File: src/rtl/phase_timer_if.sv
`default_nettype none
// +----------------------------------------------------------------------+
// | phase_timer_if                                                       |
// | Phase code / count / pause in, timeout / busy / remaining out.       |
// | Revision: 1.0                                                        |
// +----------------------------------------------------------------------+
interface phase_timer_if #(
  parameter int unsigned CNT_W = 32
);
  logic [2:0]       state_in;
  logic [CNT_W-1:0] counts_num;
  logic             pause;
  logic             timeout;
  logic             busy;
  logic [CNT_W-1:0] remaining;

  modport master (
    output state_in, counts_num, pause,
    input  timeout, busy, remaining
  );

  modport slave (
    input  state_in, counts_num, pause,
    output timeout, busy, remaining
  );
endinterface
`default_nettype wire

File: src/rtl/phase_timer.sv
`default_nettype none
// +----------------------------------------------------------------------+
// | phase_timer                                                          |
// | Loads a per-phase count on entry to a timed phase and counts it      |
// | down, with pause, returning a one-cycle timeout pulse.               |
// | Revision: 1.0                                                        |
// +----------------------------------------------------------------------+
module phase_timer #(
  parameter int unsigned CNT_W      = 32,
  parameter logic [7:0]  TIMED_MASK = 8'b1100_1010
) (
  input  logic        clk,
  input  logic        rst,
  phase_timer_if.slave bus
);

  typedef enum logic [1:0] {
    S_IDLE   = 2'd0,
    S_RUN    = 2'd1,
    S_PAUSED = 2'd2,
    S_DONE   = 2'd3
  } state_t;

  localparam logic [CNT_W-1:0] c_ZERO = '0;
  localparam logic [CNT_W-1:0] c_ONE  = CNT_W'(1);

  state_t           r_state, w_state_nxt;
  logic [2:0]       r_prev;
  logic [CNT_W-1:0] r_remaining, w_remaining_nxt;
  logic             r_busy, w_busy_nxt;
  logic             r_timeout, w_timeout_nxt;
  logic             w_chg;
  logic             w_timed;

  assign w_chg   = (bus.state_in != r_prev);
  assign w_timed = TIMED_MASK[bus.state_in];

  always_ff @(posedge clk) begin
    if (rst) begin
      r_state     <= S_IDLE;
      r_prev      <= 3'b000;
      r_remaining <= c_ZERO;
      r_busy      <= 1'b0;
      r_timeout   <= 1'b0;
    end else begin
      r_state     <= w_state_nxt;
      r_prev      <= bus.state_in;
      r_remaining <= w_remaining_nxt;
      r_busy      <= w_busy_nxt;
      r_timeout   <= w_timeout_nxt;
    end
  end

  always_comb begin
    w_state_nxt     = r_state;
    w_remaining_nxt = r_remaining;
    w_busy_nxt      = r_busy;
    w_timeout_nxt   = 1'b0;

    // A phase change overrides whatever the countdown was doing.
    if (w_chg) begin
      if (w_timed) begin
        w_remaining_nxt = (bus.counts_num == c_ZERO) ? c_ONE : bus.counts_num;
        w_busy_nxt      = 1'b1;
        w_state_nxt     = bus.pause ? S_PAUSED : S_RUN;
      end else begin
        w_remaining_nxt = c_ZERO;
        w_busy_nxt      = 1'b0;
        w_state_nxt     = S_IDLE;
      end
    end else begin
      case (r_state)
        S_RUN: begin
          if (bus.pause) begin
            w_state_nxt = S_PAUSED;
          end else if (r_remaining > c_ONE) begin
            w_remaining_nxt = r_remaining - c_ONE;
          end else begin
            w_remaining_nxt = c_ZERO;
            w_timeout_nxt   = 1'b1;
            w_busy_nxt      = 1'b0;
            w_state_nxt     = S_DONE;
          end
        end
        // Resume edge only leaves PAUSED; counting restarts one edge later.
        S_PAUSED: begin
          if (!bus.pause) begin
            w_state_nxt = S_RUN;
          end
        end
        S_DONE:  w_state_nxt = S_DONE;
        default: w_state_nxt = S_IDLE;
      endcase
    end
  end

  assign bus.timeout   = r_timeout;
  assign bus.busy      = r_busy;
  assign bus.remaining = r_remaining;

endmodule
`default_nettype wire

File: src/flat_wrapper.sv
// flat-port wrapper written by rule: the top's interface ports become plain ports
module phase_timer_flat 
#(
  parameter int unsigned CNT_W      = 32,
  parameter logic [7:0]  TIMED_MASK = 8'b1100_1010
)
  (clk, rst, bus_state_in, bus_counts_num, bus_pause, bus_timeout, bus_busy, bus_remaining);
  phase_timer_if #(.CNT_W(CNT_W)) bus_i ();
  input  logic clk;
  input  logic rst;
  input wire logic [$bits(bus_i.state_in)-1:0] bus_state_in;
  input wire logic [$bits(bus_i.counts_num)-1:0] bus_counts_num;
  input wire logic [$bits(bus_i.pause)-1:0] bus_pause;
  output wire logic [$bits(bus_i.timeout)-1:0] bus_timeout;
  output wire logic [$bits(bus_i.busy)-1:0] bus_busy;
  output wire logic [$bits(bus_i.remaining)-1:0] bus_remaining;
  assign bus_i.state_in = bus_state_in;
  assign bus_i.counts_num = bus_counts_num;
  assign bus_i.pause = bus_pause;
  assign bus_timeout = bus_i.timeout;
  assign bus_busy = bus_i.busy;
  assign bus_remaining = bus_i.remaining;
  phase_timer #(.CNT_W(CNT_W), .TIMED_MASK(TIMED_MASK)) u_core (.clk(clk), .rst(rst), .bus(bus_i));
endmodule
File: config.mk
export PLATFORM = sky130hd
export DESIGN_NAME = phase_timer_flat
export DESIGN_NICKNAME = d
export VERILOG_FILES = /design/src/rtl/phase_timer_if.sv /design/src/rtl/phase_timer.sv /design/src/flat_wrapper.sv
export SDC_FILE = /design/constraint.sdc
export NUM_CORES = 1
export LEC_CHECK = 0
export ABC_AREA = 1
export CAP_MARGIN = 20
export CORE_MARGIN = 5
export CORE_UTILIZATION = 44
export CTS_CLUSTER_DIAMETER = 200
export DETAILED_ROUTE_END_ITERATION = 12
export PLACE_DENSITY = 0.75
export SYNTH_ARGS = -nofsm -noshare
export SYNTH_HDL_FRONTEND = slang
export SYNTH_SLANG_ARGS = --single-unit
File: constraint.sdc
create_clock -name clk -period 2.5 [get_ports clk]
set_clock_uncertainty 0.05 [all_clocks]
set_input_delay 0.5 -clock clk [delete_from_list [all_inputs] [get_ports clk]]
set_output_delay 0.5 -clock clk [all_outputs]
set_load 0.1 [all_outputs]
=== Word level (Yosys, flattened, before mapping) ===
Memory sizes are Yosys's and may differ from the RTL's.
Index checks and enable logic that the tools add are counted.

* Register bits after elaboration: 39
* Bits in read-only memories: 8
* Output and inout port bits: 34
* Word-level logic and storage cells: 44
* Memories kept: 1

{| class="wikitable"
|+ Memory list
! memory !! words !! width !! read ports !! clocked after memory_dff !! wr ports !! RTL line !! text
|-
| (no name shown) || 8 || 1 || 1 || 0 || 0 || phase_timer.sv:36 || <nowiki>assign w_timed = TIMED_MASK[bus.state_in];</nowiki>
|}

* $add $sub $neg: 1
* Magnitude comparators: 2
* Equal/unequal tests: 8
* Multiplexer cells: 20
* Bitwise operators: 1
* Reduce and logical (&&, ||, !) cells: 6

{| class="wikitable"
|+ Operators with widths
! cell !! count
|-
| $mux 32 || 6
|-
| $gt 32x1->1 const B || 1
|-
| $logic_not 32->1 || 1
|-
| $sub 32x1->32 const B || 1
|-
| $mux 2 || 6
|-
| $mux 1 || 7
|-
| $pmux 2 s3 || 1
|-
| $eq 2x2->1 const B || 2
|-
| $lt 3x4->1 const B || 1
|-
| $ne 2x1->1 const B || 2
|-
| $ne 4x3->1 const B || 1
|-
| $reduce_and 2->1 || 2
|-
| $reduce_or 4->1 || 1
|-
| $ne 3x2->1 const B || 1
|-
| $ne 3x3->1 || 1
|-
| $reduce_and 3->1 || 1
|-
| $eq 2x1->1 const B || 1
|-
| $reduce_bool 2->1 || 1
|-
| $not 1->1 || 1
|}

=== Longest topological paths before layout ===
Gate-level depths: netlist of run 1.

* Depth in word-level cells: 5
* Depth in mapped cells: 13

=== Worst setup path after synthesis of run 1 ===
OpenSTA, ideal clock, no wires.

* Path type: reg2reg
* From: reg u_core.r_remaining[0], in the netlist u_core.bus.remaining[0]
* To: reg u_core.r_state[1]
* Setup time: 115 ps
* Data arrival time: 2200 ps
* Path slack: 135 ps
* Cell stages (with the launch flop): 14
* Cell sequence: dfxtp_1 > inv_1 > ha_1 > inv_1 > nand2_1 > nand2_1 > nor2_1 > nand3_1 > nor2_1 > nor2_2 > buf_2 > nand2_1 > o211ai_1 > inv_2

* Word-level cells in the longest chain between the ends: 3

{| class="wikitable"
|+ Ends and longest elaborated chain
! what !! RTL line !! text
|-
| from (decl) || phase_timer.sv:29 || <nowiki>logic [CNT_W-1:0] r_remaining, w_remaining_nxt;</nowiki>
|-
| from (signal assigned) || phase_timer.sv:42 || <nowiki>r_remaining <= c_ZERO;</nowiki>
|-
| from (signal assigned) || phase_timer.sv:48 || <nowiki>r_remaining <= w_remaining_nxt;</nowiki>
|-
| $gt 32x1->1 || phase_timer.sv:76 || <nowiki>end else if (r_remaining > c_ONE) begin</nowiki>
|-
| $ne 4x3->1 (no line) || n/a ||
|-
| $reduce_and 2->1 (no line) || n/a ||
|-
| to (signal assigned) || phase_timer.sv:46 || <nowiki>r_state <= w_state_nxt;</nowiki>
|-
| to (decl) || phase_timer.sv:27 || <nowiki>state_t r_state, w_state_nxt;</nowiki>
|}

No other way between the ends.
A chain may end at the register's enable or synchronous reset.

=== Worst setup path after layout of run 1 ===
* From: in bus_state_in[1]
* To: reg u_core.r_remaining[15], in the netlist u_core.bus.remaining[15]

* Word-level cells in the longest chain between the ends: 4
* Elaborated cells between the ends (all ways): 8

{| class="wikitable"
|+ Ends and longest elaborated chain
! what !! RTL line !! text
|-
| from (decl) || flat_wrapper.sv:11 || <nowiki>input wire logic [$bits(bus_i.state_in)-1:0] bus_state_in;</nowiki>
|-
| $mem_v2 8x1 || n/a ||
|-
| $mux 1 (implied by the code) || phase_timer.sv:36 ||
|-
| $mux 32 || phase_timer.sv:62 || <nowiki>if (w_timed) begin</nowiki>
|-
| $mux 32 || phase_timer.sv:61 || <nowiki>if (w_chg) begin</nowiki>
|}

Several ways; a longest one is shown, not always the timed one. The select of a mux whose other input is x is not followed.

==> results of run 1 <==
final cells by class:
class	instances	area share
clock buffer	7	0.0195
clock inverter	1	0.00128
inverter	81	0.0776
multi-input combinational	382	0.489
sequential	39	0.199
tap	96	0.0307
timing repair buffer	80	0.183
flip-flops by register name, indices dropped and copies added, names as in the netlist:
name and cells:
u_core.bus.busy 1, u_core.bus.remaining 32, u_core.bus.timeout 1, u_core.r_prev 3, u_core.r_state 2
placed cells by master, fill, tap and decap left out, drive strengths merged:
master	Yosys	layout
nand2	117	117
nor2	89	89
inv	80	80
nand3	73	73
o21ai	46	46
buf	13	43
dfxtp	39	39
clkdlybuf4s50	0	37
a21oi	32	32
clkbuf	6	7
xnor2	5	5
xor2	4	4
o21bai	3	3
or2	3	3
nor3	2	2
nor4	2	2
ha	2	2
clkinv	1	2
o21a	1	1
nand4	1	1
o211ai	1	1
nand3b	1	1
worst max-delay path: cells and delay by family:
family                    cells  cell delay (ns)
buffers and inverters         3             0.76
and+or+nand+nor               3             0.41
AOI/OAI and AO/OA             2             0.24
xor gates and xnor gates      1             0.17
final timing paths:
check | end | slack [ns] | cells past startpoint
worst min-delay path | u_core.bus.busy | 0.42 | 2
worst max-delay path | u_core.bus.remaining[15] | 0.53 | 9
worst min register to register | u_core.bus.busy | 0.42 | 2
worst max register to register | u_core.bus.remaining[31] | 0.55 | 12
per-layer routing:
metal	wire length, um	track usage	vias up
li1	-	-	1779
met1	3840	0.251	1544
met2	4070	0.330	106
met3	486	0.0361	13
met4	109	0.0542	0
met5	0	0	-
per-stage QoR:
stage	instances	utilization	total power (W)	cell area (um2)
2_1_floorplan	521	-	0.00175	3120
6_report	686	0.574	0.00245	3920
3_5_place_dp	678	0.562	0.00204	3840
4_1_cts	686	0.574	0.00246	3920
3_3_place_gp	678	0.562	0.00202	3840
5_1_grt	686	0.574	0.00261	3920
report_power, final:
| part | leakage (nW) | internal [W] | total, W | switching (W) |
|---|---|---|---|---|
| clock network | 0.0422 | 0.000196 | 0.000423 | 0.000227 |
| registers | 0.321 | 0.000679 | 0.000764 | 0.0000846 |
| logic | 1.47 | 0.000373 | 0.00126 | 0.000891 |
kinds of logic after synthesis:
logic type      count (synthesis)  share of synthesized area
simple gates                  288                      0.411
buf+inv                       100                      0.135
compound gates                 83                      0.167
flops                          39                      0.251
xor+xnor                        9                     0.0277
fa+ha+maj                       2                    0.00803
==> results by group, run 1 <==
Synthesis
  • Number of flops mapped to enable cells by yosys: 0
  • Syn_nets: 561
  • Synthesized area: ~3100 um2
  • Cell taking the most area after synthesis: dfxtp_1
  • Ys async rst share: 0
  • Primary FF master, synth: dfxtp_1
  • Post-synth top cells: nand2_1, nor2_1, nand3_1, inv_1, dfxtp_1
  • Yosys cell types: 32
  • Warnings, synthesis: 0
  • Synth top area cells: dfxtp_1, nand3_1, nand2_1
  • Post-synth top area share: 0.251
  • Mapped Cells: 521
  • Yosys reg bits: 39
  • Syn avg cell area: roughly 6.0 um2
  • Sequential-to-total area share from yosys stat: 0.251
  • Most common cell in the netlist: nand2_1

Timing
  • RSZ-0062 raised after global routing: false
  • Slew Viols, Final: 0
  • Worst hold slack: approximately 0.42 ns
  • Fmax: 508 MHz
  • Slew headroom: 0.774
  • Period Utilization, post-route: 0.787
  • Hold Vio Cnt, Final: 0
  • Worst Max-Slew Pin Slew: 0.336 ns
  • Tmin final: roughly 2 ns
  • Fin worst setup slack: approximately 0.53 ns
  • Setup TNS: 0 ns
  • Endpoints failing setup: 0

Die
  • Starting density of the core: 0.456
  • Core Footprint: just under 7000 um2
  • Row cnt: 30
  • Die height: 94.2 um
  • Die X: about 94 um
  • Number of placed I/O pins: 72
  • Die area: ~9000 um2

Layout
  • Fin nets: 629
  • FF/Latch Area: approximately 800 um2
  • Synthesis-to-finish area growth: 25.7%
  • Share of cells above drive strength 1: 0.231
  • Ant diodes: 0
  • Area of the multi-input gates: 1910 um2
  • Fillers: between 700 and 800

Status
  • Status: finished, final reports clean

Routing
  • Initial DRT Pass Iterations: 5
  • Initial DRC Count: a little over 200
  • Drt wl/cell: 12.4 um
  • Antenna viol nets, final: 0
  • Total number of vias: between 3000 and 4000
  • Vias per cell: between 5 and 6
  • DRC violation count after routing: 0
  • Final WL: 8510 um

Pwr
  • Leak: between 1.5 and 2 nW
  • PD cells: 625 nW/um2
  • VDD IR max: between 0.4 and 0.5 mV

Global route
  • Global-route wire length before repair: between 10000 and 15000 um
  • Pin count of the biggest net entering global routing: 35
  • Gr usage total: 0.195
  • Total grt overflow: 0
  • Antenna violations before repair: 0
  • Vias in the first global route: between 3000 and 4000

Placement
  • Pre-CTS WS: approximately 0.23 ns
  • I/O Buffers: 71
  • Routability cong.: approximately 0.96
  • HPWL after DPL: 6770 um

Critical path
  • Worst r2r src: u_core.bus.remaining[0]
  • Worst setup path class: in -> reg
  • Worst path required time: between 2 and 3 ns
  • Critical path fanouts, max: 29
  • Worst Setup SP: bus_state_in[1]
  • CP startpoint kind: input pin
  • CP Cell Sequence: clkdlybuf4s50_1 > xor2_1 > nor2_2 > nand2_4 > inv_2 > nand2_2 > buf_12 > o21ai_0 > a21oi_2
  • CP peak stage delay: approximately 0.46 ns
  • CP endpoint kind: register
  • CP Data Arrival Time: ~2.1 ns
  • Slowest CP cell: clkdlybuf4s50_1

Clock tree
  • Clock transition at the registers of the reported paths: around 0.080 ns
  • Max clock buf depth: 2
  • CTS Hold Buffers Added: 0
  • Worst-Skew Late Latency: a little under 0.3 ns
  • Clock root cell: clkbuf_8
  • Post-CTS Resized: 0
  • Post-CTS Setup Bufs: 0
  • Sink Count: 39
  • CTS tree: built
  • H-tree Lvls: 2
  • Num CTS Buffers: 5

Min path
  • Hold Crit Class: reg -> reg
  • Min-delay src: u_core.bus.busy

Flow run
  • Max Cap Violations: 0
Note: power is estimated with default switching activity, not from simulation.
==> inputs of run 2 (changes only) <==
PLACE_DENSITY = 0.77   (was 0.75)
clock period = 1.7 ns   (was 2.5 ns; I/O delays follow)
==> results by group, run 2 (synthesis gave the netlist of run 1 again) <==
Status
  • Status: complete, but fails checks
  • Failing checks: negative setup slack

Global route
  • Pin count of the biggest net entering global routing: 35
  • Global-route wire length before repair: around 17000 um
  • Vias in the first global route: roughly 3800
  • Total grt overflow: 0
  • Antenna violations before repair: 0
  • Gr usage total: 0.233

Critical path
  • Slowest CP cell: dfxtp_4
  • Worst path required time: approximately 1.9 ns
  • Worst setup path class: reg -> reg
  • CP startpoint kind: register
  • CP endpoint kind: register
  • CP Data Arrival Time: between 1.5 and 2 ns
  • CP peak stage delay: roughly 0.37 ns
  • CP Cell Sequence: inv_4 > ha_4 > inv_2 > nand2_1 > nand2_1 > nor2_2 > nand3_2 > nor2_4 > nor2_4 > clkbuf_16 > nand3_1 > a21oi_2
  • CP Buf/Inv Count: 3
  • Crit-path leading delay family: simple AND/OR/NAND/NOR gates
  • Critical path fanouts, max: 15

Timing
  • Slew Viols, Final: 0
  • Worst hold slack: 0.388 ns
  • Slew headroom: 0.781
  • Fmax: approximately 580 MHz
  • Worst Max-Slew Pin Slew: 0.325 ns
  • RSZ-0062 raised after global routing: true
  • Period Utilization, post-route: 1.02
  • Hold Vio Cnt, Final: 0
  • Tmin final: between 1.5 and 2 ns
  • Endpoints failing setup: 9
  • Fin worst setup slack: -0.0290 ns

Die
  • Core Footprint: between 6000 and 7000 um2
  • Starting density of the core: 0.456
  • Die height: ~94 um
  • Die X: between 90 and 100 um
  • Row cnt: 30
  • Number of placed I/O pins: about 70
  • Die area: between 8000 and 9000 um2

Clock tree
  • Max clock buf depth: 2
  • Num CTS Buffers: 5
  • Clock transition at the registers of the reported paths: about 0.080 ns
  • Sink Count: 39
  • Clock root cell: clkbuf_8
  • CTS tree: built
  • Worst-Skew Late Latency: ~0.29 ns
  • H-tree Lvls: 2

Pwr
  • VDD IR max: roughly 0.48 mV
  • PD cells: a little under 900 nW/um2
  • Leak: around 2.3 nW

Routing
  • Total number of vias: 3948
  • Initial DRC Count: about 220
  • Vias per cell: between 5 and 6
  • DRC violation count after routing: 0
  • Initial DRT Pass Iterations: 5
  • Antenna viol nets, final: 0
  • Drt wl/cell: 14.9 um
  • Final WL: 11100 um

Layout
  • Area of the multi-input gates: ~2100 um2
  • Synthesis-to-finish area growth: 67.4%
  • FF/Latch Area: about 870 um2
  • Fillers: 500
  • Fin nets: between 600 and 700
  • Share of cells above drive strength 1: 0.422
  • Leading cell types in the layout, fill and taps excluded: nand2_1, nor2_1, nand3_1
  • Fin area: between 5000 and 6000 um2
  • Ant diodes: 0
  • Max reg flops: 32
  • Commonest non-fill, non-tap cell in the layout: nand2_1

Placement
  • I/O Buffers: just over 70
  • Post-DP Area: roughly 4800 um2
  • HPWL after DPL: between 7000 and 8000 um
  • Routability cong.: slightly above 0.9

Min path
  • Hold Crit Class: in -> reg

Flow run
  • Max Cap Violations: 0
==> run 2: routing by layer <==
| metal | track usage | wire [um] | up-vias |
|---|---|---|---|
| li1 | - | - | 1892 |
| met3 | 0.0353 | 721 | 38 |
| met2 | 0.417 | 5540 | 187 |
| met4 | 0.0818 | 344 | 0 |
| met1 | 0.279 | 4440 | 1831 |
| met5 | 0 | 0 | - |
==> run 2: path summary, 6_finish.rpt <==
check / start / to / slack, ns / depth (start not counted)
worst max-delay path: u_core.bus.remaining[0] / u_core.bus.remaining[26] / -0.03 / 12
worst min-delay path: bus_state_in[1] / u_core.r_prev[1] / 0.39 / 3
worst max register to register: u_core.bus.remaining[0] / u_core.bus.remaining[26] / -0.03 / 12
worst min register to register: u_core.bus.busy / u_core.bus.busy / 0.47 / 2
==> run 2: repair_timing <==
item,CTS,global route
setup buffers,0,3
hold buffers,0,0
resized for setup,14,52
pin swaps,1,7
setup endpoints to repair,28,34
cloned,1,3
==> run 2: final cells by class <==
type / count / area share
inverter: 81 / 0.0597
multi-input combinational: 382 / 0.408
clock buffer: 7 / 0.0206
timing repair buffer: 135 / 0.322
clock inverter: 1 / 0.000959
tap: 96 / 0.0230
sequential: 39 / 0.166
==> run 2: where the power goes <==
group,total (W),switching (W),internal (W),leakage (nW)
sequential,0.00112,0.000113,0.00101,0.339
clock,0.000774,0.000358,0.000417,0.0594
combinational,0.00264,0.00161,0.00103,1.93
==> run 2: stage by stage <==
stage,TNS (ns),cells,setup WS (ns),total power [W],util
2_1_floorplan,-0.0657,521,-0.0335,0.00260,-
3_3_place_gp,-8.08,726,-0.282,0.00348,0.699
4_1_cts,0,735,0.00277,0.00434,0.723
6_report,-0.115,741,-0.0290,0.00454,0.764
3_5_place_dp,-9.78,726,-0.335,0.00354,0.699
5_1_grt,-2.77,741,-0.115,0.00475,0.764
==> run 2: worst register-to-register path, cell delays in order (launching register included) <==
cell and delay (ns):
dfxtp_4 0.37, inv_4 0.04, ha_4 0.16, inv_2 0.05, nand2_1 0.05, nand2_1 0.08, nor2_2 0.05, nand3_2 0.09
nor2_4 0.05, nor2_4 0.20, clkbuf_16 0.23, nand3_1 0.10, a21oi_2 0.13
